`src/rtl/readback_uart_tx_pkg.sv`:
```
// Shared 8N1 UART definitions: TX state encoding and frame shape constants.
package readback_uart_tx_pkg;

    typedef enum logic [1:0] {
        ST_IDLE,
        ST_START,
        ST_DATA,
        ST_STOP
    } uart_state_t;

    localparam int DATA_BITS = 8;
    localparam int STOP_BITS = 1;

endpackage

```
`src/rtl/readback_uart_tx_byte_fifo.sv`:
```
// Byte-wide circular FIFO with registered level/full/empty and a drop flag
// for pushes that arrive while full with no pop in the same cycle.
module byte_fifo #(
    parameter int DEPTH = 16
) (
    input  logic                     clk,
    input  logic                     reset,
    input  logic                     push,
    input  logic                     pop,
    input  logic [7:0]               push_data,
    output logic [7:0]               head_data,
    output logic [$clog2(DEPTH):0]   level,
    output logic                     full,
    output logic                     empty,
    output logic                     drop
);

    localparam int AW = $clog2(DEPTH);
    localparam int LW = AW + 1;

    logic [7:0]    mem [DEPTH];
    logic [AW-1:0] wptr;
    logic [AW-1:0] rptr;
    logic          do_pop;
    logic          accept;
    logic [LW-1:0] level_nxt;

    // A full FIFO still takes a byte when the head leaves in the same cycle.
    assign do_pop    = pop && !empty;
    assign accept    = push && (!full || do_pop);
    assign drop      = push && full && !do_pop;
    assign head_data = mem[rptr];
    assign level_nxt = level + LW'(accept) - LW'(do_pop);

    always_ff @(posedge clk) begin
        if (accept) begin
            mem[wptr] <= push_data;
        end
    end

    always_ff @(posedge clk) begin
        if (reset) begin
            wptr  <= '0;
            rptr  <= '0;
            level <= '0;
            full  <= 1'b0;
            empty <= 1'b1;
        end else begin
            if (accept) begin
                wptr <= wptr + 1'b1;
            end
            if (do_pop) begin
                rptr <= rptr + 1'b1;
            end
            level <= level_nxt;
            full  <= (level_nxt == LW'(DEPTH));
            empty <= (level_nxt == '0);
        end
    end

endmodule

```
`src/rtl/readback_uart_tx.sv`:
```
// Read-response byte buffer and 8N1 UART transmitter for the host link.
//
//   state    | meaning
//   ST_IDLE  | line high, waiting for a buffered byte
//   ST_START | driving the start bit (low)
//   ST_DATA  | shifting data bits out LSB first
//   ST_STOP  | driving the stop bit(s); chains straight into the next frame
module readback_uart_tx
    import readback_uart_tx_pkg::*;
#(
    parameter int CLKS_PER_BIT = 868,
    parameter int FIFO_DEPTH   = 16,
    parameter int RD_LAT       = 1
) (
    input  logic                          clk,
    input  logic                          reset_in,
    input  logic                          ten,
    input  logic [7:0]                    rd_data,
    output logic                          tx,
    output logic                          tx_busy,
    output logic                          fifo_empty,
    output logic                          fifo_full,
    output logic [$clog2(FIFO_DEPTH):0]   fifo_level,
    output logic                          overflow
);

    localparam int             BW        = $clog2(CLKS_PER_BIT);
    localparam logic [BW-1:0]  BAUD_LOAD = BW'(CLKS_PER_BIT - 1);
    localparam logic [2:0]     BIT_LAST  = 3'(DATA_BITS - 1);
    localparam logic [2:0]     STOP_LAST = 3'(STOP_BITS - 1);

    logic        push_v;
    logic        pop;
    logic        drop;
    logic [7:0]  head_data;

    uart_state_t state, state_nxt;
    logic [BW-1:0] baud_cnt, baud_nxt;
    logic [2:0]    bit_cnt, bit_nxt;
    logic [7:0]    shift_reg, shift_nxt;
    logic          tx_nxt;
    logic          baud_tc;

    // Align the strobe with the BRAM output so rd_data is captured when valid.
    generate
        if (RD_LAT == 0) begin : g_no_dly
            assign push_v = ten;
        end else if (RD_LAT == 1) begin : g_dly1
            logic ten_q;
            always_ff @(posedge clk) begin
                if (reset_in) ten_q <= 1'b0;
                else          ten_q <= ten;
            end
            assign push_v = ten_q;
        end else begin : g_dlyn
            logic [RD_LAT-1:0] ten_q;
            always_ff @(posedge clk) begin
                if (reset_in) ten_q <= '0;
                else          ten_q <= {ten_q[RD_LAT-2:0], ten};
            end
            assign push_v = ten_q[RD_LAT-1];
        end
    endgenerate

    byte_fifo #(.DEPTH(FIFO_DEPTH)) u_fifo (
        .clk       (clk),
        .reset     (reset_in),
        .push      (push_v),
        .pop       (pop),
        .push_data (rd_data),
        .head_data (head_data),
        .level     (fifo_level),
        .full      (fifo_full),
        .empty     (fifo_empty),
        .drop      (drop)
    );

    assign baud_tc = (baud_cnt == '0);
    assign tx_busy = (state != ST_IDLE);

    always_ff @(posedge clk) begin
        if (reset_in) begin
            state     <= ST_IDLE;
            baud_cnt  <= '0;
            bit_cnt   <= '0;
            shift_reg <= '0;
            tx        <= 1'b1;
            overflow  <= 1'b0;
        end else begin
            state     <= state_nxt;
            baud_cnt  <= baud_nxt;
            bit_cnt   <= bit_nxt;
            shift_reg <= shift_nxt;
            tx        <= tx_nxt;
            overflow  <= overflow | drop;
        end
    end

    // tx_nxt is the line level for the state being entered, so tx stays a flop.
    always_comb begin
        state_nxt = state;
        baud_nxt  = baud_cnt;
        bit_nxt   = bit_cnt;
        shift_nxt = shift_reg;
        tx_nxt    = tx;
        pop       = 1'b0;
        case (state)
            ST_IDLE: begin
                tx_nxt = 1'b1;
                if (!fifo_empty) begin
                    pop       = 1'b1;
                    shift_nxt = head_data;
                    baud_nxt  = BAUD_LOAD;
                    state_nxt = ST_START;
                    tx_nxt    = 1'b0;
                end
            end
            ST_START: begin
                if (baud_tc) begin
                    baud_nxt  = BAUD_LOAD;
                    bit_nxt   = '0;
                    state_nxt = ST_DATA;
                    tx_nxt    = shift_reg[0];
                end else begin
                    baud_nxt = baud_cnt - 1'b1;
                end
            end
            ST_DATA: begin
                if (baud_tc) begin
                    baud_nxt = BAUD_LOAD;
                    if (bit_cnt == BIT_LAST) begin
                        bit_nxt   = '0;
                        state_nxt = ST_STOP;
                        tx_nxt    = 1'b1;
                    end else begin
                        bit_nxt   = bit_cnt + 3'd1;
                        shift_nxt = shift_reg >> 1;
                        tx_nxt    = shift_reg[1];
                    end
                end else begin
                    baud_nxt = baud_cnt - 1'b1;
                end
            end
            ST_STOP: begin
                if (baud_tc) begin
                    baud_nxt = BAUD_LOAD;
                    if (bit_cnt == STOP_LAST) begin
                        if (!fifo_empty) begin
                            pop       = 1'b1;
                            shift_nxt = head_data;
                            state_nxt = ST_START;
                            tx_nxt    = 1'b0;
                        end else begin
                            state_nxt = ST_IDLE;
                            tx_nxt    = 1'b1;
                        end
                    end else begin
                        bit_nxt = bit_cnt + 3'd1;
                    end
                end else begin
                    baud_nxt = baud_cnt - 1'b1;
                end
            end
            default: begin
                state_nxt = ST_IDLE;
                tx_nxt    = 1'b1;
            end
        endcase
    end

endmodule
```
`config.mk`:
```
export PLATFORM = sky130hd
export DESIGN_NAME = readback_uart_tx
export DESIGN_NICKNAME = d
export VERILOG_FILES = /design/src/rtl/readback_uart_tx_pkg.sv /design/src/rtl/readback_uart_tx_byte_fifo.sv /design/src/rtl/readback_uart_tx.sv
export SDC_FILE = /design/constraint.sdc
export NUM_CORES = 1
export LEC_CHECK = 0
export ABC_AREA = 1
export CAP_MARGIN = 20
export CORE_ASPECT_RATIO = 0.8
export CORE_MARGIN = 2
export CORE_UTILIZATION = 35
export DETAILED_ROUTE_END_ITERATION = 7
export HOLD_SLACK_MARGIN = 0.03
export PLACE_DENSITY = 0.61
export SETUP_SLACK_MARGIN = 0.4
export SYNTH_ARGS = -nofsm -noshare
export SYNTH_HDL_FRONTEND = slang
export SYNTH_SLANG_ARGS = --single-unit
```
`constraint.sdc`:
```
create_clock -name clk -period 3.28 [get_ports clk]
set_input_delay 0.82 -clock clk [delete_from_list [all_inputs] [get_ports clk]]
set_output_delay 0.82 -clock clk [all_outputs]
set_load 0.02 [all_outputs]
```
==> results_dict.tcl, run 1 <==
set metrics [dict create \
    post-route-min-period_ps 2670 \
    ios 21 \
    coreArea_um2 21700 \
    cp_slowest_cell "fa_2" \
    antenna_left 0 \
    overflow 0 \
    finClkSkew_ps 8.74 \
    path_common_cell "nand2_1" \
    vias 5331 \
    finalSetupViolations 0 \
    critPathLaunchType "register" \
    drt_wl_total_mm 16.7 \
    timing.setup.tns_ps 0 \
    ir_drop_uv 412 \
    async_reset_ff_share_pct 0 \
    root_buffer "clkbuf_16" \
    hold_viol 0 \
    max_stage_delay_ps 360 \
    outcome "finished, final reports clean" \
    synth_edf_count 128 \
    synth_warnings 0 \
    portBuffers 20 \
    max_slew_margin_pct 48.3 \
    critPathCaptureType "register" \
    dp.cells 1115 \
    avgSynthCellArea_um2 9.68 \
    first_pass_iters 5 \
    cts_buffers 17 \
    chipWidth_um 171 \
    synth_seq_area_share_pct 60.8 \
    fillers 2132 \
    cts_buffer_depth 2 \
    antenna_found_initial 0 \
    fp-row-count 48 \
    grtUsageTotal_pct 15.3 \
    vias_per_cell 4.64 \
    grt_pass1_wl_mm 27.0 \
    drive_above_1_share_pct 10.4 \
    maxCapViolCount 0 \
    grt_setup_unrepaired "true" \
    yosys_most_used_dff "edfxtp_1" \
    path_cells "inv_1 > ha_1 > nand2_1 > nor2_2 > nand3_2 > nand2_2 > nand2_4 > clkinvlp_4 > ha_1 > inv_1 > ha_1 > fa_2 > nand2_1 > nand2_1 > a21oi_2 > xor2_1 > nand2_1 > nor2_1" \
    die-area_um2 23500 \
    diodes 0 \
    grt_max_degree 71 \
    period_share_pct 81.3 \
    netlist_instances 806 \
    drt_iter0_markers 501 \
    die_y_um 138 \
    initial_core_util_pct 35.9 \
    leakage_nw 3.64 \
    drc 0 \
    cts.clk_slew.worst_paths_ps 70 \
    synth_nets 839 \
    finalMaxSlewViolations 0 \
    path_max_fanout 6 \
    wl_per_cell_um 14.5 \
    min_path_type "reg -> reg" \
    gp_congestion 0.817 \
    max_freq_mhz 375 \
    worst_pin_slew_ps 775 \
    path_class "reg -> reg" \
    clk_latency_ps 430 \
    power_density_nw_per_um2 779 \
    cts_tree "done" \
    nNetsFinal 870 \
    synthesis.area_um2 7800 \
    largest_reg_flops 128 \
    hpwl_mm 10.4 \
    crit_required_ps 3650 \
    synth-seq-cells 173 \
    clock_sinks 173 \
    htreeDepth 4 \
    grt_pass1_vias 4933 \
    syn_to_final_growth_pct 14.8 \
    fin_cells 1150 \
    worstPathArrival_ps 3030 \
    synthDistinctLibCells 36 \
]
worst max-delay path: cells and delay by family, from the launching register on:
family,cells,cell delay (ps)
compound gates,1,120
simple gates,9,690
buf+inv,3,240
fa+ha+maj,4,1060
flops,1,330
xor+xnor,1,180
cell usage in the layout, fill, tap and decap left out, types with 2 or more instances in the layout:
master,n
nand2_1,187
edfxtp_1,128
inv_1,96
nor2_1,96
nand3_1,89
dfxtp_1,40
o21ai_0,28
buf_4,23
a21oi_1,20
clkdlybuf4s50_1,20
ha_1,19
clkbuf_16,17
xor2_1,10
inv_6,8
nand2_4,7
o211ai_1,6
inv_2,5
nor3_1,5
nand4_1,4
dfxtp_2,4
nor2_2,3
nand2_2,3
a31oi_1,3
a21oi_2,3
clkinv_1,3
clkinvlp_4,2
nand3b_1,2
xnor2_1,2
Yosys cell counts, drive strengths merged, types with 3 or more instances:
library cell  instances  share of area, %
edfxtp              128                49
ha                   21               3.4
buf                  22               1.9
a21oi                23               1.6
clkbuf                9              0.43
nor3                  6              0.45
nor2                 99               4.9
nand4                 5              0.48
dfxtp                45                12
o21ai                30               2.0
inv                 103               5.1
a31oi                 3              0.24
nand2               197                10
o211ai                6              0.58
xor2                 10               1.1
nand3                90               5.8
path summary, 6_finish.rpt:
check | from | end | slack, ps | cells past startpoint
worst min-delay path | shift_reg[7] | shift_reg[7] | 470 | 2
worst min register to register | shift_reg[7] | shift_reg[7] | 470 | 2
worst max register to register | baud_cnt[0] | u_fifo.full | 610 | 18
worst max-delay path | baud_cnt[0] | u_fifo.full | 610 | 18
layer usage:
metal / up-vias / part of all wire (%) / track usage [%]
met2: 142 / 46 / 23.6
met4: 0 / 1.4 / 5.04
li1: 2701 / - / -
met5: - / 0 / 0
met1: 2469 / 47 / 21.5
met3: 19 / 5.6 / 3.10
per-stage QoR:
| stage | hold WS, ps | instance area (um^2) | setup slack, ps | power (W) | utilization [%] |
|---|---|---|---|---|---|
| after CTS | 470 | 8910 | 461 | 0.00697 | 41.0 |
| after detailed placement | 460 | 8350 | 393 | 0.00504 | 38.4 |
| after floorplan | 440 | 7800 | 598 | 0.00448 | - |
| final | 467 | 8960 | 613 | 0.00699 | 41.2 |
| after global placement | 453 | 8350 | 479 | 0.00503 | 38.4 |
| after global routing | 489 | 8960 | 392 | 0.00747 | 41.2 |
power breakdown:
group	internal, W	switching [W]	leakage [nW]
sequential	0.00254	0.000138	1.53
combinational	0.000811	0.00157	1.84
clock	0.00106	0.000870	0.273
timing repair:
action / 4_1_cts / 5_1_grt
setup endpoints to repair: 2 / 3
resized for setup: 1 / 11
pin swaps: 0 / 2
hold buffers: 0 / 0
setup buffers: 0 / 3
final cells by class:
class	instances	area [um^2]	area share, %
inverter	103	398	4.44
clock buffer	17	425	4.75
sequential	173	4750	53.0
tap	300	375	4.19
multi-input combinational	499	2500	27.9
clock inverter	15	133	1.48
timing repair buffer	43	373	4.16
kinds of logic after synthesis:
group | Yosys count | share of synthesized area (%)
AO/OA/AOI/OAI | 65 | 4.68
XOR/XNOR | 12 | 1.35
adder cells (fa/ha/maj) | 22 | 3.62
buffers and inverters | 134 | 7.38
flip-flops | 173 | 60.8
AND/OR/NAND/NOR | 400 | 22.2
Note: power is estimated with default switching activity, not from simulation.
==> run 2: changes to the inputs <==
- PLACE_DENSITY: 0.61 -> 0.63
- clock period: 3.28 -> 2.3 ns (I/O delays scaled with it)
==> results_dict.tcl, run 2 (same netlist as run 1, synthesis figures left out) <==
set metrics [dict create \
    dp.cells 1148 \
    ir_drop_uv 734 \
    crit_required_ps 2660 \
    final_common_cell "nand2_1" \
    grtUsageTotal_pct 15.4 \
    worst_pin_slew_ps 705 \
    largest_reg_flops 128 \
    place_area_um2 8970 \
    worstPathArrival_ps 2740 \
    post-route-min-period_ps 2390 \
    htreeDepth 4 \
    cts_buffers 17 \
    diodes 0 \
    violations "negative setup slack" \
    fin_cells 1184 \
    whs_ps 470 \
    critPathTopFamily "adder cells" \
    grt_setup_unrepaired "true" \
    gp_congestion 0.795 \
    maxCapViolCount 0 \
    clock_sinks 173 \
    max_freq_mhz 419 \
    drc 0 \
    cts_buffer_depth 2 \
    path_class "reg -> reg" \
    crit_end "u_fifo.full" \
    final_cell_mix "nand2_1, edfxtp_1, nand3_1" \
    hold_viol 0 \
    finalMaxSlewViolations 0 \
    reg2reg_to "u_fifo.full" \
    clk_latency_ps 420 \
    reg2regPathDepth 18 \
    cts.clk_slew.worst_paths_ps 60 \
    nNetsFinal 904 \
    vias 5504 \
    cts_tree "done" \
    rrSetupSlack_ps -90 \
    total_power_w 0.0108 \
    grt.busiest_layer "met2" \
    cp_slowest_cell "fa_2" \
    outcome "complete, but fails checks" \
    use_met1_pct 20.9 \
    hpwl_mm 11.1 \
    final_area_um2 9760 \
    worst_slack_ps -85.1 \
    met2_usage_pct 24.5 \
    coreArea_um2 21700 \
    initial_core_util_pct 35.9 \
    path_cells "inv_2 > ha_4 > nand2_2 > nor2_2 > nand3_2 > nand2_2 > nand2_4 > inv_4 > ha_4 > inv_2 > ha_4 > fa_2 > nand2_1 > nand2_1 > a21oi_2 > xor2_1 > nand2_1 > nor2_1" \
    grt_pass1_wl_mm 27.2 \
    wl_per_cell_um 14.3 \
    antenna_found_initial 0 \
    antenna_left 0 \
    critPathLaunchType "register" \
    path_max_fanout 3 \
    critPathCaptureType "register" \
    chipWidth_um 171 \
    die-area_um2 23500 \
    drt_iter0_markers 398 \
    grt_use_met3_pct 3.79 \
    first_pass_iters 5 \
    power_density_nw_per_um2 1100 \
    leakage_nw 3.88 \
    ios 21 \
    worstHoldStart "shift_reg[7]" \
    min_path_type "reg -> reg" \
    fp-row-count 48 \
    path_buf_inv 3 \
    drive_above_1_share_pct 18.7 \
    die_y_um 138 \
    grt_pass1_vias 5248 \
    syn_to_final_growth_pct 25.1 \
    finClkSkew_ps 5.96 \
    drt_wl_total_mm 17.0 \
    r2r_start "baud_cnt[0]" \
    period_share_pct 104 \
    grt_max_degree 71 \
    finalSetupViolations 3 \
    max_slew_margin_pct 52.9 \
    overflow 0 \
    crit_path_start "baud_cnt[0]" \
    max_stage_delay_ps 340 \
    vias_per_cell 4.65 \
    portBuffers 20 \
    root_buffer "clkbuf_16" \
    dpl_worst_slack_ps -130 \
    crit_cells 18 \
]
[run 2: report_power, final]
part           switching [W]  internal (W)  total (W)
Combinational        0.00245       0.00160    0.00405
Clock                0.00118       0.00171    0.00289
Sequential          0.000187       0.00363    0.00382
[run 2: layout make-up]
| type | count | area, um^2 |
|---|---|---|
| clock buffer | 18 | 429 |
| clock inverter | 14 | 169 |
| fill | 2042 | 12000 |
| inverter | 103 | 404 |
| multi-input combinational | 499 | 2780 |
| sequential | 173 | 4760 |
| tap | 300 | 375 |
| timing repair buffer | 77 | 848 |
[run 2: how the worst min path moves through the flow]
stage / slack, ps / cells after the start / end
6_report: 470 / 2 / shift_reg[7]
2_1_floorplan: 440 / 2 / bit_cnt[2]
3_3_place_gp: 450 / 2 / bit_cnt[2]
3_5_place_dp: 460 / 2 / shift_reg[1]
5_1_grt: 510 / 2 / shift_reg[4]
4_1_cts: 470 / 2 / shift_reg[1]
[run 2: per-layer routing]
layer  routed length [um]  vias up
met3                  849       19
met2                 7960      124
met5                    0        -
met4                  266        0
li1                     -     2773
met1                 7880     2588
[run 2: worst min-delay path, cell delays in order (launching register included)]
cell and delay [ps]:
dfxtp_1 310, nand2_1 60, a21oi_1 50
[run 2: metrics by stage]
step	util, %	TNS (ps)
after global routing	44.9	-549
final	44.9	-166
after global placement	41.3	-203
after floorplan	-	-44.5
after CTS	44.6	-139
after detailed placement	41.3	-340
[run 2: timing repair]
action / CTS / global route
gates resized for setup: 36 / 12
hold buffers: 0 / 0
endpoints found under the hold margin: 0 / 0
buffers inserted: 2 / 2
setup endpoints to repair: 144 / 148
pin swaps: 8 / 5
